$ cat config.mk
export PLATFORM = sky130hd
export DESIGN_NAME = uart_tx_mmio
export DESIGN_NICKNAME = d
export VERILOG_FILES = /design/src/rtl/uart_tx_mmio.sv
export SDC_FILE = /design/constraint.sdc
export NUM_CORES = 1
export LEC_CHECK = 0
export ABC_AREA = 1
export BUFFER_PORTS_ARGS = -buffer_cell sky130_fd_sc_hd__buf_2
export CORE_MARGIN = 10
export CORE_UTILIZATION = 45
export DETAILED_ROUTE_END_ITERATION = 12
export GPL_TIMING_DRIVEN = 0
export PLACE_DENSITY_LB_ADDON = 0.12
export SLEW_MARGIN = 20
export SYNTH_ARGS = -nofsm -noshare
export SYNTH_HDL_FRONTEND = slang
export SYNTH_SLANG_ARGS = --single-unit
$ cat constraint.sdc
create_clock -name clk -period 4.35 [get_ports clk]
set_clock_uncertainty 0.15 [all_clocks]
set_input_delay 0.87 -clock clk [delete_from_list [all_inputs] [get_ports clk]]
set_output_delay 0.87 -clock clk [all_outputs]
set_load 0.005 [all_outputs]
$ cat src/rtl/uart_tx_mmio.sv
// Memory-mapped 8N1 UART transmitter: CPU-written bytes are queued in a FIFO
// and shifted out LSB first on tx; exposes DATA/STATUS/DIVISOR/CTRL registers
// and a level interrupt that signals the transmitter has drained.
module uart_tx_mmio #(
    parameter logic [17:0] BASE_ADDR   = 18'h3FF00,
    parameter int unsigned DEPTH       = 16,
    parameter logic [15:0] DEFAULT_DIV = 16'd868
) (
    input  logic        clk,
    input  logic        rst_n,
    input  logic [3:0]  mem_we,
    input  logic [17:0] mem_write_addr,
    input  logic [31:0] mem_write_data,
    input  logic        mem_re,
    input  logic [17:0] mem_read_addr,
    output logic [31:0] mem_read_data,
    output logic        tx,
    output logic        irq
);

    localparam int unsigned PW = $clog2(DEPTH);
    localparam int unsigned CW = PW + 1;

    localparam logic [17:0] AddrData = BASE_ADDR;
    localparam logic [17:0] AddrStat = BASE_ADDR + 18'd1;
    localparam logic [17:0] AddrDiv  = BASE_ADDR + 18'd2;
    localparam logic [17:0] AddrCtrl = BASE_ADDR + 18'd3;

    typedef enum logic [1:0] {StIdle, StStart, StData, StStop} state_e;

    logic [7:0]    fifo_q [DEPTH];
    logic [PW-1:0] wptr_q, rptr_q;
    logic [CW-1:0] count_q;
    logic          empty, full;
    logic          push_req, push, pop, flush;

    logic [15:0]   div_q, div_eff, div_act_q, baud_q;
    logic          irq_en_q, ovf_q, irq_q;
    logic [31:0]   rdata_q, rd_val;

    state_e        state_q;
    logic [7:0]    shift_q;
    logic [2:0]    bit_idx_q;
    logic          tx_q;
    logic          baud_end, busy;

    // Input bits with no register behind them.
    logic unused_bits;
    assign unused_bits = ^{mem_we[3:2], mem_write_data[31:16]};

    assign empty    = (count_q == '0);
    assign full     = (count_q == CW'(DEPTH));
    assign busy     = (state_q != StIdle);
    assign div_eff  = (div_q == 16'd0) ? 16'd1 : div_q;
    assign baud_end = (baud_q == div_act_q - 16'd1);

    assign push_req = mem_we[0] && (mem_write_addr == AddrData);
    // A full FIFO still accepts a byte when the serializer pops in the same cycle.
    assign push     = push_req && (!full || pop);
    assign pop      = !empty && ((state_q == StIdle) || ((state_q == StStop) && baud_end));
    assign flush    = mem_we[0] && (mem_write_addr == AddrCtrl) && mem_write_data[1];

    // FIFO storage; contents need no reset because count gates every read.
    always_ff @(posedge clk) begin
        if (push) begin
            fifo_q[wptr_q] <= mem_write_data[7:0];
        end
    end

    // FIFO pointers and occupancy; flush drops everything not yet popped.
    always_ff @(posedge clk) begin
        if (!rst_n) begin
            wptr_q  <= '0;
            rptr_q  <= '0;
            count_q <= '0;
        end else begin
            if (push) begin
                wptr_q <= wptr_q + PW'(1);
            end
            if (flush) begin
                rptr_q  <= wptr_q;
                count_q <= '0;
            end else begin
                if (pop) begin
                    rptr_q <= rptr_q + PW'(1);
                end
                count_q <= count_q + CW'(push) - CW'(pop);
            end
        end
    end

    // Control/status registers: divisor byte lanes, irq enable, sticky overflow.
    always_ff @(posedge clk) begin
        if (!rst_n) begin
            div_q    <= DEFAULT_DIV;
            irq_en_q <= 1'b0;
            ovf_q    <= 1'b0;
        end else begin
            if (mem_write_addr == AddrDiv) begin
                if (mem_we[0]) div_q[7:0]  <= mem_write_data[7:0];
                if (mem_we[1]) div_q[15:8] <= mem_write_data[15:8];
            end
            if (mem_we[0] && (mem_write_addr == AddrCtrl)) begin
                irq_en_q <= mem_write_data[0];
            end
            if (push_req && !push) begin
                ovf_q <= 1'b1;
            end else if (mem_we[0] && (mem_write_addr == AddrStat) && mem_write_data[4]) begin
                ovf_q <= 1'b0;
            end
        end
    end

    // Serializer: start, 8 data bits LSB first, stop; divisor sampled per bit.
    always_ff @(posedge clk) begin
        if (!rst_n) begin
            state_q   <= StIdle;
            shift_q   <= 8'h00;
            bit_idx_q <= 3'd0;
            baud_q    <= 16'd0;
            div_act_q <= 16'd1;
            tx_q      <= 1'b1;
        end else begin
            unique case (state_q)
                StIdle: begin
                    if (pop) begin
                        shift_q   <= fifo_q[rptr_q];
                        state_q   <= StStart;
                        tx_q      <= 1'b0;
                        baud_q    <= 16'd0;
                        div_act_q <= div_eff;
                    end
                end
                StStart: begin
                    if (baud_end) begin
                        state_q   <= StData;
                        tx_q      <= shift_q[0];
                        bit_idx_q <= 3'd0;
                        baud_q    <= 16'd0;
                        div_act_q <= div_eff;
                    end else begin
                        baud_q <= baud_q + 16'd1;
                    end
                end
                StData: begin
                    if (baud_end) begin
                        baud_q    <= 16'd0;
                        div_act_q <= div_eff;
                        if (bit_idx_q == 3'd7) begin
                            state_q <= StStop;
                            tx_q    <= 1'b1;
                        end else begin
                            bit_idx_q <= bit_idx_q + 3'd1;
                            shift_q   <= shift_q >> 1;
                            tx_q      <= shift_q[1];
                        end
                    end else begin
                        baud_q <= baud_q + 16'd1;
                    end
                end
                StStop: begin
                    if (baud_end) begin
                        baud_q    <= 16'd0;
                        div_act_q <= div_eff;
                        if (pop) begin
                            shift_q <= fifo_q[rptr_q];
                            state_q <= StStart;
                            tx_q    <= 1'b0;
                        end else begin
                            state_q <= StIdle;
                            tx_q    <= 1'b1;
                        end
                    end else begin
                        baud_q <= baud_q + 16'd1;
                    end
                end
                default: state_q <= StIdle;
            endcase
        end
    end

    // Read mux for the addressed register; unmatched addresses read 0.
    always_comb begin
        rd_val = 32'h0;
        if (mem_read_addr == AddrStat) begin
            rd_val = {23'b0, ovf_q, busy, full, empty, 5'(count_q)};
        end else if (mem_read_addr == AddrDiv) begin
            rd_val = {16'b0, div_q};
        end else if (mem_read_addr == AddrCtrl) begin
            rd_val = {31'b0, irq_en_q};
        end
    end

    // Registered read data and drained-transmitter interrupt.
    always_ff @(posedge clk) begin
        if (!rst_n) begin
            rdata_q <= 32'h0;
            irq_q   <= 1'b0;
        end else begin
            if (mem_re) begin
                rdata_q <= rd_val;
            end
            irq_q <= irq_en_q && empty && !busy;
        end
    end

    assign mem_read_data = rdata_q;
    assign tx            = tx_q;
    assign irq           = irq_q;

endmodule
==> flow_summary.json, run 1 <==
{
  "status": "finished, final reports clean",
  "ant_nets": 0,
  "die_area_um2": 30500,
  "final_cell_mix": "nor2_1, nand2_1, edfxtp_1, inv_1, dfxtp_1",
  "synth-main-ff-cell": "edfxtp_1",
  "rows": 56,
  "htree_levels": 1,
  "ys_types": 46,
  "ir_drop_mv": 0.304,
  "drt-pass1-iter-count": 6,
  "arrival_ps": 4290,
  "end_kind": "register",
  "hold_viol_final": 0,
  "syn_to_final_growth_pct": 15.0,
  "timing.final.ws_setup_ps": 376,
  "fmax_mhz": 252,
  "startpoint_type": "register",
  "synth_area_um2": 10800,
  "yosysWarningCount": 0,
  "clkSinkCount": 226,
  "timing_worst_setup_path_type": "register to register",
  "cts-root-buf": "clkbuf_16",
  "core_um2": 23500,
  "path_max_fanout": 9,
  "setup_tns_ps": 0,
  "slew_viol_final": 0,
  "synth_edf_count": 128,
  "fin_crit_sh_pct": 91.4,
  "antenna_cells": 0,
  "die_h_um": 175,
  "gp_congestion": 0.904,
  "worst_slew_pin_slew_ps": 984,
  "slew_headroom_pct": 34.2,
  "cts_hold_buf": 0,
  "wl_um": 30000,
  "grt_overflow": 0,
  "post_drt_wl_per_cell_um": 18.3,
  "clk_latency_ps": 540,
  "rsz0062_at_grt": "false",
  "min_path_type": "register to register",
  "clk_path_buf_depth": 3,
  "ys_seq_area_share_pct": 53.8,
  "setup_violations": 0,
  "io_pins": 109,
  "post-cts-setup-buffers": 0,
  "syn_area_per_cell_um2": 9.08,
  "viasPerCell": 5.36,
  "reg2reg_depth": 21,
  "power.density_nw_per_um2": 558,
  "cts_tree": "yes",
  "drtIter0Drc": 722,
  "drc": 0,
  "clk_pin_slew_ps": 60,
  "drive_gt1_share_pct": 14.1,
  "place_hpwl_um": 21600,
  "port_buffers": 73,
  "maxCapViolations": 0,
  "post-route-min-period_ps": 3970,
  "cts_resized": 0,
  "grt_pass1_vias": 8624,
  "cts-buffers-inserted": 25,
  "cp.required_ps": 4670,
  "die_w_um": 175,
  "antenna_found_initial": 0,
  "grt_max_degree": 19,
  "hold_depth": 2,
  "synth-seq-cells": 226,
  "synthArstFlopShare_pct": 0,
  "leakage_nw": 4.77,
  "finalNetCount": 1398,
  "track_usage_pct": 19.2,
  "final_common_cell": "nor2_1",
  "final_util_pct": 52.7,
  "dr_total_vias": 8793,
  "syn-instance-count": 1187,
  "n_fill_cell": 2221,
  "grt_pass1_wl_um": 47000,
  "start_util_pct": 45.8,
  "place_ws_ps": 356
}
==> where the power goes <==
part | internal (mW) | switching (mW) | total [mW]
Sequential | 2.39 | 0.131 | 2.52
Clock | 1.20 | 0.875 | 2.08
Combinational | 0.753 | 1.56 | 2.32
==> worst max-delay path: stages, from the launching register on <==
cell and delay [ps]:
dfxtp_1 310, inv_1 220, ha_1 280, nand2_2 130
nor2_4 180, nand2_1 60, nand2_1 140, nand3_1 110
nor2_2 190, nand3_4 140, nand2_4 170, nand2_4 150
nand2_4 110, nand2_2 80, ha_1 290, inv_1 40
ha_1 190, fa_1 390, nand2_1 90, a21oi_1 70
or3_1 310, a21oi_1 110
==> cells by family (layout without fill, tap and decap cells) <==
group,after synthesis,count (layout),share of synthesized area (%)
compound gates,256,256,14.5
xor+xnor,26,26,2.11
fa+ha+maj,21,21,2.51
buf+inv,175,294,7.01
flops,226,226,53.8
other cells,1,16,0.0348
simple gates,482,482,20.0
==> sequential cells by signal, summed over array words and instances (netlist names), 4 cells and up, named ones only <==
register	flops
mem_read_data	16
div_q	16
fifo_q	128
wptr_q	4
baud_q	16
div_act_q	16
rptr_q	4
shift_q	8
count_q	5
==> metrics by stage <==
| step | cell area, um2 | std cells | total power, mW | hold WS (ps) |
|---|---|---|---|---|
| after CTS | 12400 | 1640 | 6.93 | 307 |
| after global routing | 12400 | 1640 | 7.31 | 321 |
| after detailed placement | 11600 | 1594 | 4.86 | 299 |
| final | 12400 | 1640 | 6.92 | 302 |
| after global placement | 11600 | 1594 | 4.84 | 295 |
| after floorplan | 10800 | 1202 | 4.16 | 277 |
==> Yosys cell counts (6+ instances only) <==
master,count,area share [%]
a211oi_1,12,0.84
a211oi_2,6,0.70
a21oi_1,76,3.5
buf_4,18,1.3
clkbuf_1,37,1.3
dfxtp_1,98,18
edfxtp_1,128,36
ha_1,20,2.3
inv_1,101,3.5
nand2_1,161,5.6
nand2_2,10,0.58
nand3_1,69,3.2
nand4_1,23,1.3
nor2_1,164,5.7
nor2_2,12,0.70
nor3_1,12,0.56
nor4_1,6,0.35
o211ai_1,22,1.5
o21ai_0,95,4.4
o221ai_1,32,2.6
o22ai_1,8,0.46
xnor2_1,8,0.65
xor2_1,18,1.5
==> cell type report <==
class,count,area (um2),share of cell area (%)
Buffer,64,338,2.72
Clock inverter,15,139,1.12
Sequential cell,226,5810,46.8
Tap cell,319,399,3.22
Clock buffer,31,659,5.32
Inverter,111,418,3.37
Timing Repair Buffer,73,365,2.95
Multi-Input combinational cell,801,4280,34.5
==> worst paths after layout <==
| kind | startpoint | endpoint | slack, ps |
|---|---|---|---|
| max | div_act_q[0] | count_q[4] | 380 |
| min | bit_idx_q[1] | bit_idx_q[1] | 300 |
| max reg2reg | div_act_q[0] | count_q[4] | 380 |
| min reg2reg | bit_idx_q[1] | bit_idx_q[1] | 300 |
==> layer usage <==
| layer | global-route usage [%] | vias up | wire length, um |
|---|---|---|---|
| met3 | 4.16 | 53 | 2600 |
| met4 | 5.76 | 0 | 739 |
| met1 | 26.6 | 4084 | 13700 |
| met5 | 0 | - | 0 |
| li1 | - | 4321 | - |
| met2 | 29.4 | 335 | 12900 |
Power figures use the tool's default switching activity.
==> run 2: changes to the inputs <==
--- a/config.mk
+++ b/config.mk
@@ -6,10 +6,12 @@
 export NUM_CORES = 1
 export LEC_CHECK = 0
 export ABC_AREA = 1
-export BUFFER_PORTS_ARGS = -buffer_cell sky130_fd_sc_hd__buf_2
+export CAP_MARGIN = 25
+export CORE_ASPECT_RATIO = 0.9
 export CORE_MARGIN = 10
 export CORE_UTILIZATION = 45
 export DETAILED_ROUTE_END_ITERATION = 12
+export DONT_BUFFER_PORTS = 1
 export GPL_TIMING_DRIVEN = 0
 export PLACE_DENSITY_LB_ADDON = 0.12
 export SLEW_MARGIN = 20
==> run 2 against run 1 <==
  * Global-route usage up 0.20 points
  * Clock power up 5%
  * Power up 0.46%
  * First-iteration DRC count up 9.4%
==> flow_summary.json, run 2 (synthesized netlist as in run 1, its figures left out) <==
{
  "place_ws_ps": 411,
  "r2r_start": "div_act_q[0]",
  "die_w_um": 183,
  "end_kind": "register",
  "slew_viol_final": 0,
  "layout.cells.non_filler": 1550,
  "cts_hold_buf": 0,
  "grt_overflow": 0,
  "post_drt_wl_per_cell_um": 19.5,
  "timing_worst_setup_path_type": "register to register",
  "io_pins": 109,
  "htree_levels": 1,
  "startpoint_type": "register",
  "n_fill_cell": 2214,
  "maxCapViolations": 0,
  "place_area_um2": 11200,
  "cts_tree": "yes",
  "power.density_nw_per_um2": 576,
  "clk_pin_slew_ps": 60,
  "slew_headroom_pct": 38.9,
  "grt_pass1_vias": 8177,
  "path_delay_family": "simple AND/OR/NAND/NOR gates",
  "core_um2": 23500,
  "die_h_um": 167,
  "leakage_nw": 4.48,
  "post-route-min-period_ps": 3940,
  "dr_total_vias": 8551,
  "finalNetCount": 1325,
  "drtIter0Drc": 790,
  "ant_nets": 0,
  "ff_latch_area_um2": 5810,
  "setup_tns_ps": 0,
  "hold_viol_final": 0,
  "met2WireLength_um": 12600,
  "drt-pass1-iter-count": 5,
  "multi_input_area_um2": 4280,
  "crit_path_top_delay_cell": "fa_1",
  "arrival_ps": 4260,
  "largest_register_ffs": 128,
  "final_common_cell": "nor2_1",
  "clk_latency_ps": 540,
  "hold_path_end": "fifo_q[13][3]",
  "intPower_mw": 4.44,
  "hold_depth": 0,
  "route.top_layer_used": "met4",
  "timing.final.ws_setup_ps": 414,
  "rows": 53,
  "switching_share_pct": 36.1,
  "met1Wirelength_um": 14700,
  "wl_um": 30200,
  "power_frac_seq_pct": 36.4,
  "fmax_mhz": 254,
  "final_util_pct": 51.4,
  "cp_slowest_stage_delay_ps": 390,
  "path_buf_inv": 3,
  "min_path_type": "primary input to register",
  "reg2reg_to": "count_q[4]",
  "regMostFlops": "fifo_q",
  "path_max_fanout": 9,
  "cts-root-buf": "clkbuf_16",
  "port_buffers": 0,
  "cts-buffers-inserted": 25,
  "grt_pass1_wl_um": 46800,
  "reg2reg_depth": 23,
  "ir_drop_mv": 0.279,
  "post-place-cells": 1504,
  "antenna_cells": 0,
  "final_cell_area_um2": 12100,
  "post-cts-setup-buffers": 0,
  "grt_max_degree": 19,
  "status": "finished, final reports clean",
  "antenna_found_initial": 1,
  "clockPowerShare_pct": 31.5,
  "gp_congestion": 0.900,
  "fin_crit_sh_pct": 90.5,
  "start_util_pct": 45.9,
  "drc": 0,
  "wl_met3_um": 2240,
  "place_hpwl_um": 21700,
  "rsz0062_at_grt": "false",
  "hold_start": "mem_write_data[3]",
  "switching_power_mw": 2.51,
  "track_usage_pct": 19.4,
  "setup_violations": 0,
  "cp.required_ps": 4670,
  "viasPerCell": 5.52,
  "clk_path_buf_depth": 3,
  "die_area_um2": 30600,
  "syn_to_final_growth_pct": 11.9,
  "crit_chain": "inv_1 > ha_1 > nand2_2 > nor2_2 > nand2_1 > nand2_2 > inv_2 > nor2_1 > nand2_1 > nor2_2 > nand3_4 > nand2_4 > nand2_4 > nand2_4 > nand2_2 > ha_1 > inv_1 > ha_1 > fa_1 > nand2_1 > a21oi_1 > or3_1 > a21oi_1",
  "worst_slew_pin_slew_ps": 913,
  "drive_gt1_share_pct": 9.21,
  "final_cell_mix": "nor2_1, nand2_1, edfxtp_1, inv_1, dfxtp_1",
  "cts_resized": 0,
  "reg2reg_slack_ps": 410,
  "clkSinkCount": 226,
  "p_comb_share_pct": 32.1
}
run 2: through the flow:
| step | hold WS (ps) | total power, mW |
|---|---|---|
| 2_1_floorplan | 277 | 4.16 |
| 3_3_place_gp | 290 | 4.74 |
| 3_5_place_dp | 303 | 4.77 |
| 4_1_cts | 257 | 6.94 |
| 5_1_grt | 257 | 7.38 |
| 6_report | 274 | 6.95 |
run 2: worst max-delay path by stage:
| stage | startpoint | end | slack (ps) | cells past startpoint |
|---|---|---|---|---|
| global placement | div_act_q[0] | count_q[4] | 470 | 21 |
| CTS | div_act_q[0] | count_q[4] | 410 | 23 |
| detailed placement | div_act_q[0] | count_q[4] | 410 | 23 |
| global route | div_act_q[0] | count_q[4] | 50 | 23 |
| floorplan | div_act_q[0] | count_q[4] | 930 | 23 |
| finish | div_act_q[0] | count_q[4] | 410 | 23 |
run 2: layer usage:
| metal | vias to the layer above | global-route usage [%] |
|---|---|---|
| met4 | 0 | 4.84 |
| met3 | 48 | 3.65 |
| li1 | 4184 | - |
| met2 | 283 | 28.1 |
| met1 | 4036 | 28.9 |
| met5 | - | 0 |
run 2: layout make-up:
| class | instances | share of cell area [%] |
|---|---|---|
| Clock buffer | 36 | 5.88 |
| Inverter | 111 | 3.46 |
| Tap cell | 302 | 3.13 |
| Multi-Input combinational cell | 801 | 35.4 |
| Sequential cell | 226 | 48.1 |
| Clock inverter | 10 | 1.19 |
| Buffer | 64 | 2.80 |
run 2: power groups by stage:
stage	Combinational, mW	Clock, mW	Sequential (mW)
after floorplan	1.64	0	2.52
after global placement	2.17	0	2.57
after detailed placement	2.20	0	2.57
after CTS	2.20	2.21	2.53
after global routing	2.53	2.30	2.55
final	2.23	2.19	2.53
==> run 3: changes to the inputs <==
--- a/config.mk
+++ b/config.mk
@@ -5,7 +5,7 @@
 export SDC_FILE = /design/constraint.sdc
 export NUM_CORES = 1
 export LEC_CHECK = 0
-export ABC_AREA = 1
+export ABC_AREA = 0
 export CAP_MARGIN = 25
 export CORE_ASPECT_RATIO = 0.9
 export CORE_MARGIN = 10
@@ -14,7 +14,6 @@
 export DONT_BUFFER_PORTS = 1
 export GPL_TIMING_DRIVEN = 0
 export PLACE_DENSITY_LB_ADDON = 0.12
-export SLEW_MARGIN = 20
 export SYNTH_ARGS = -nofsm -noshare
 export SYNTH_HDL_FRONTEND = slang
 export SYNTH_SLANG_ARGS = --single-unit
==> constraint.sdc (replaced) <==
create_clock -name clk -period 4.61 [get_ports clk]
set_clock_uncertainty 0.15 [all_clocks]
set_input_delay 0.922 -clock clk [delete_from_list [all_inputs] [get_ports clk]]
set_output_delay 0.922 -clock clk [all_outputs]
set_load 0.005 [all_outputs]
==> run 3 against run 2 <==
  * Sequential share of layout area rose by 2.5 points
  * Via count is 19% lower
  * Wire length down 14%
  * Setup slack worse by 300 ps
  * Synthesized area fell by 5.3%
  * Critical path type unchanged
  * Largest power group unchanged
  * Highest routed layer unchanged
==> flow_summary.json, run 3 <==
{
  "leakage_nw": 4.09,
  "htree_levels": 1,
  "clk_path_buf_depth": 3,
  "ff_latch_area_um2": 5810,
  "power_mw": 5.91,
  "wl_um": 25900,
  "timing_worst_setup_path_type": "register to register",
  "clkSinkCount": 226,
  "path_buf_inv": 2,
  "synth_edf_count": 128,
  "yosysWarningCount": 0,
  "antenna_cells": 0,
  "maxCapViolations": 0,
  "synthArstFlopShare_pct": 0,
  "switching_share_pct": 30.5,
  "multi_input_area_um2": 4060,
  "syn_to_final_growth_pct": 12.6,
  "drt-pass1-iter-count": 5,
  "final_common_cell": "edfxtp_1",
  "hold_viol_final": 0,
  "setup_violations": 0,
  "synth_compound_area_share_pct": 9.27,
  "synth_most_common_cell": "edfxtp_1",
  "start_util_pct": 45.6,
  "drtIter0Drc": 572,
  "netlist_top_cells_area": "edfxtp_1, dfxtp_1, mux4_2, mux2i_1, ha_1",
  "dr_total_vias": 6969,
  "post-route-min-period_ps": 4490,
  "drc": 0,
  "path_delay_family": "simple AND/OR/NAND/NOR gates",
  "synthAdderAreaFrac_pct": 2.65,
  "clk_pin_slew_ps": 70,
  "critical_path.most_common_cell": "nor2_1",
  "min_path_type": "register to register",
  "grt_pass1_vias": 7111,
  "drive_gt1_share_pct": 14.7,
  "die_w_um": 179,
  "finalNetCount": 967,
  "gp_congestion": 0.841,
  "cp_slowest_stage_delay_ps": 580,
  "switching_power_mw": 1.80,
  "synthMuxAreaShare_pct": 11.8,
  "startpoint_type": "register",
  "regMostFlops": "fifo_q",
  "synth_area_um2": 10200,
  "arrival_ps": 4770,
  "crit_chain": "or4_4 > or4_4 > mux2_2 > o31a_1 > o211a_4 > a22oi_2 > inv_1 > ha_1 > inv_1 > ha_2 > fa_2 > a21oi_2 > nor2_1 > nor2_1 > xnor2_1 > nor2_1",
  "n_fill_cell": 1953,
  "slew_headroom_pct": 37.4,
  "synth-main-ff-cell": "edfxtp_1",
  "largest_register_ffs": 128,
  "place_ws_ps": -48.2,
  "status": "finished, final reports clean",
  "fin_crit_sh_pct": 97.4,
  "port_buffers": 0,
  "cp.required_ps": 4890,
  "syn-instance-count": 826,
  "die_h_um": 163,
  "die_area_um2": 29100,
  "rows": 52,
  "grt_max_degree": 20,
  "final_cell_mix": "edfxtp_1, dfxtp_1, nor2_1, nand2_1, mux2i_1",
  "end_kind": "register",
  "ir_drop_mv": 0.335,
  "path_max_fanout": 6,
  "worst_slew_pin_slew_ps": 937,
  "cts_tree": "yes",
  "ys_seq_area_share_pct": 56.9,
  "synth_top_family_by_area": "simple AND/OR/NAND/NOR gates",
  "synth_top_area_share_pct": 37.7,
  "slew_viol_final": 0,
  "io_pins": 109,
  "syn_area_per_cell_um2": 12.4,
  "post-place-cells": 1138,
  "clk_latency_ps": 540,
  "viasPerCell": 5.88,
  "crit_path_top_delay_cell": "or4_4",
  "p_comb_share_pct": 27.4,
  "ys_types": 71,
  "power.density_nw_per_um2": 514,
  "cts-root-buf": "clkbuf_16",
  "timing.final.ws_setup_ps": 118,
  "fmax_mhz": 223,
  "intPower_mw": 4.11,
  "synth_top_cell_by_area": "edfxtp_1",
  "power_frac_seq_pct": 39.7,
  "grt_overflow": 0,
  "setup_tns_ps": 0,
  "layout.cells.non_filler": 1186,
  "synth-seq-cells": 226,
  "ant_nets": 0,
  "place_hpwl_um": 18700,
  "antenna_found_initial": 0,
  "ys_top_cells_by_count": "edfxtp_1, dfxtp_1, nor2_1",
  "post_drt_wl_per_cell_um": 21.8,
  "whs_ps": 317,
  "grt_pass1_wl_um": 40300,
  "cts-buffers-inserted": 24,
  "clockPowerShare_pct": 33.0,
  "track_usage_pct": 17.7,
  "synth-simple-area-share_pct": 13.5,
  "core_um2": 22400,
  "synthXorXnorAreaFrac_pct": 1.80
}
## run 3: changes by cell type in the layout (fill, tap and decap cells not counted), sizes merged, moves of 33 or more
cell   previous run  this run
mux4              0        33
inv             107        26
nor2            180        64
a21oi            76        31
mux2i             0        36
o21ai            97        25
nand3            70        23
nand2           175        47
## run 3: path summary, 6_finish.rpt
kind	from	to	slack, ps	cells past startpoint
max	div_act_q[1]	count_q[4]	120	16
min	shift_q[6]	shift_q[6]	320	2
max reg2reg	div_act_q[1]	count_q[4]	120	16
min reg2reg	shift_q[6]	shift_q[6]	320	2
## run 3: stage by stage
| stage | utilization [%] | instance area [um2] |
|---|---|---|
| 2_1_floorplan | - | 10300 |
| 3_3_place_gp | 47.5 | 10600 |
| 3_5_place_dp | 47.5 | 10600 |
| 4_1_cts | 51.2 | 11500 |
| 5_1_grt | 51.3 | 11500 |
| 6_report | 51.3 | 11500 |
## run 3: power by group through the flow
stage          Sequential, mW  Combinational, mW  Clock, mW
2_1_floorplan            2.34               1.22          0
3_3_place_gp             2.38               1.53          0
5_1_grt                  2.36               1.77       2.06
4_1_cts                  2.34               1.59       1.97
3_5_place_dp             2.39               1.57          0
6_report                 2.34               1.62       1.95
## run 3: cell type report
type	instances	area share (%)
sequential	226	50.6
clock inverter	11	0.980
inverter	26	0.871
buffer	56	2.70
timing repair buffer	4	0.261
clock buffer	33	6.08
multi-input combinational	533	35.3
tap	297	3.23
## run 3: worst reg2reg max path: stages (launching register included)
cell     delay, ps
dfxtp_2        340
or4_4          580
or4_4          570
mux2_2         310
o31a_1         370
o211a_4        300
a22oi_2        260
inv_1           80
ha_1           270
inv_1           40
ha_2           180
fa_2           410
a21oi_2        130
nor2_1          60
nor2_1         140
xnor2_1        150
nor2_1          60
## run 3: timing repair
| action | 4_1_cts | 5_1_grt |
|---|---|---|
| hold buffers | 0 | 0 |
| gates resized for setup | 0 | 7 |
| pin swaps | 1 | 8 |
| buffers inserted | 1 | 3 |
| endpoints found under the setup margin | 1 | 1 |
## run 3: cell families after synthesis
| family | after synthesis |
|---|---|
| mux | 78 |
| compound gates | 134 |
| buf+inv | 82 |
| xor+xnor | 21 |
| fa+ha+maj | 21 |
| flops | 226 |
| simple gates | 263 |
| other cells | 1 |
## run 3: per-layer routing
metal | vias to the layer above | GRT usage, % | part of all wire, %
met5 | - | 0 | 0
met4 | 0 | 4.51 | 2.1
met2 | 208 | 27.3 | 45
li1 | 3199 | - | -
met1 | 3525 | 25.2 | 46
met3 | 37 | 3.45 | 7.0
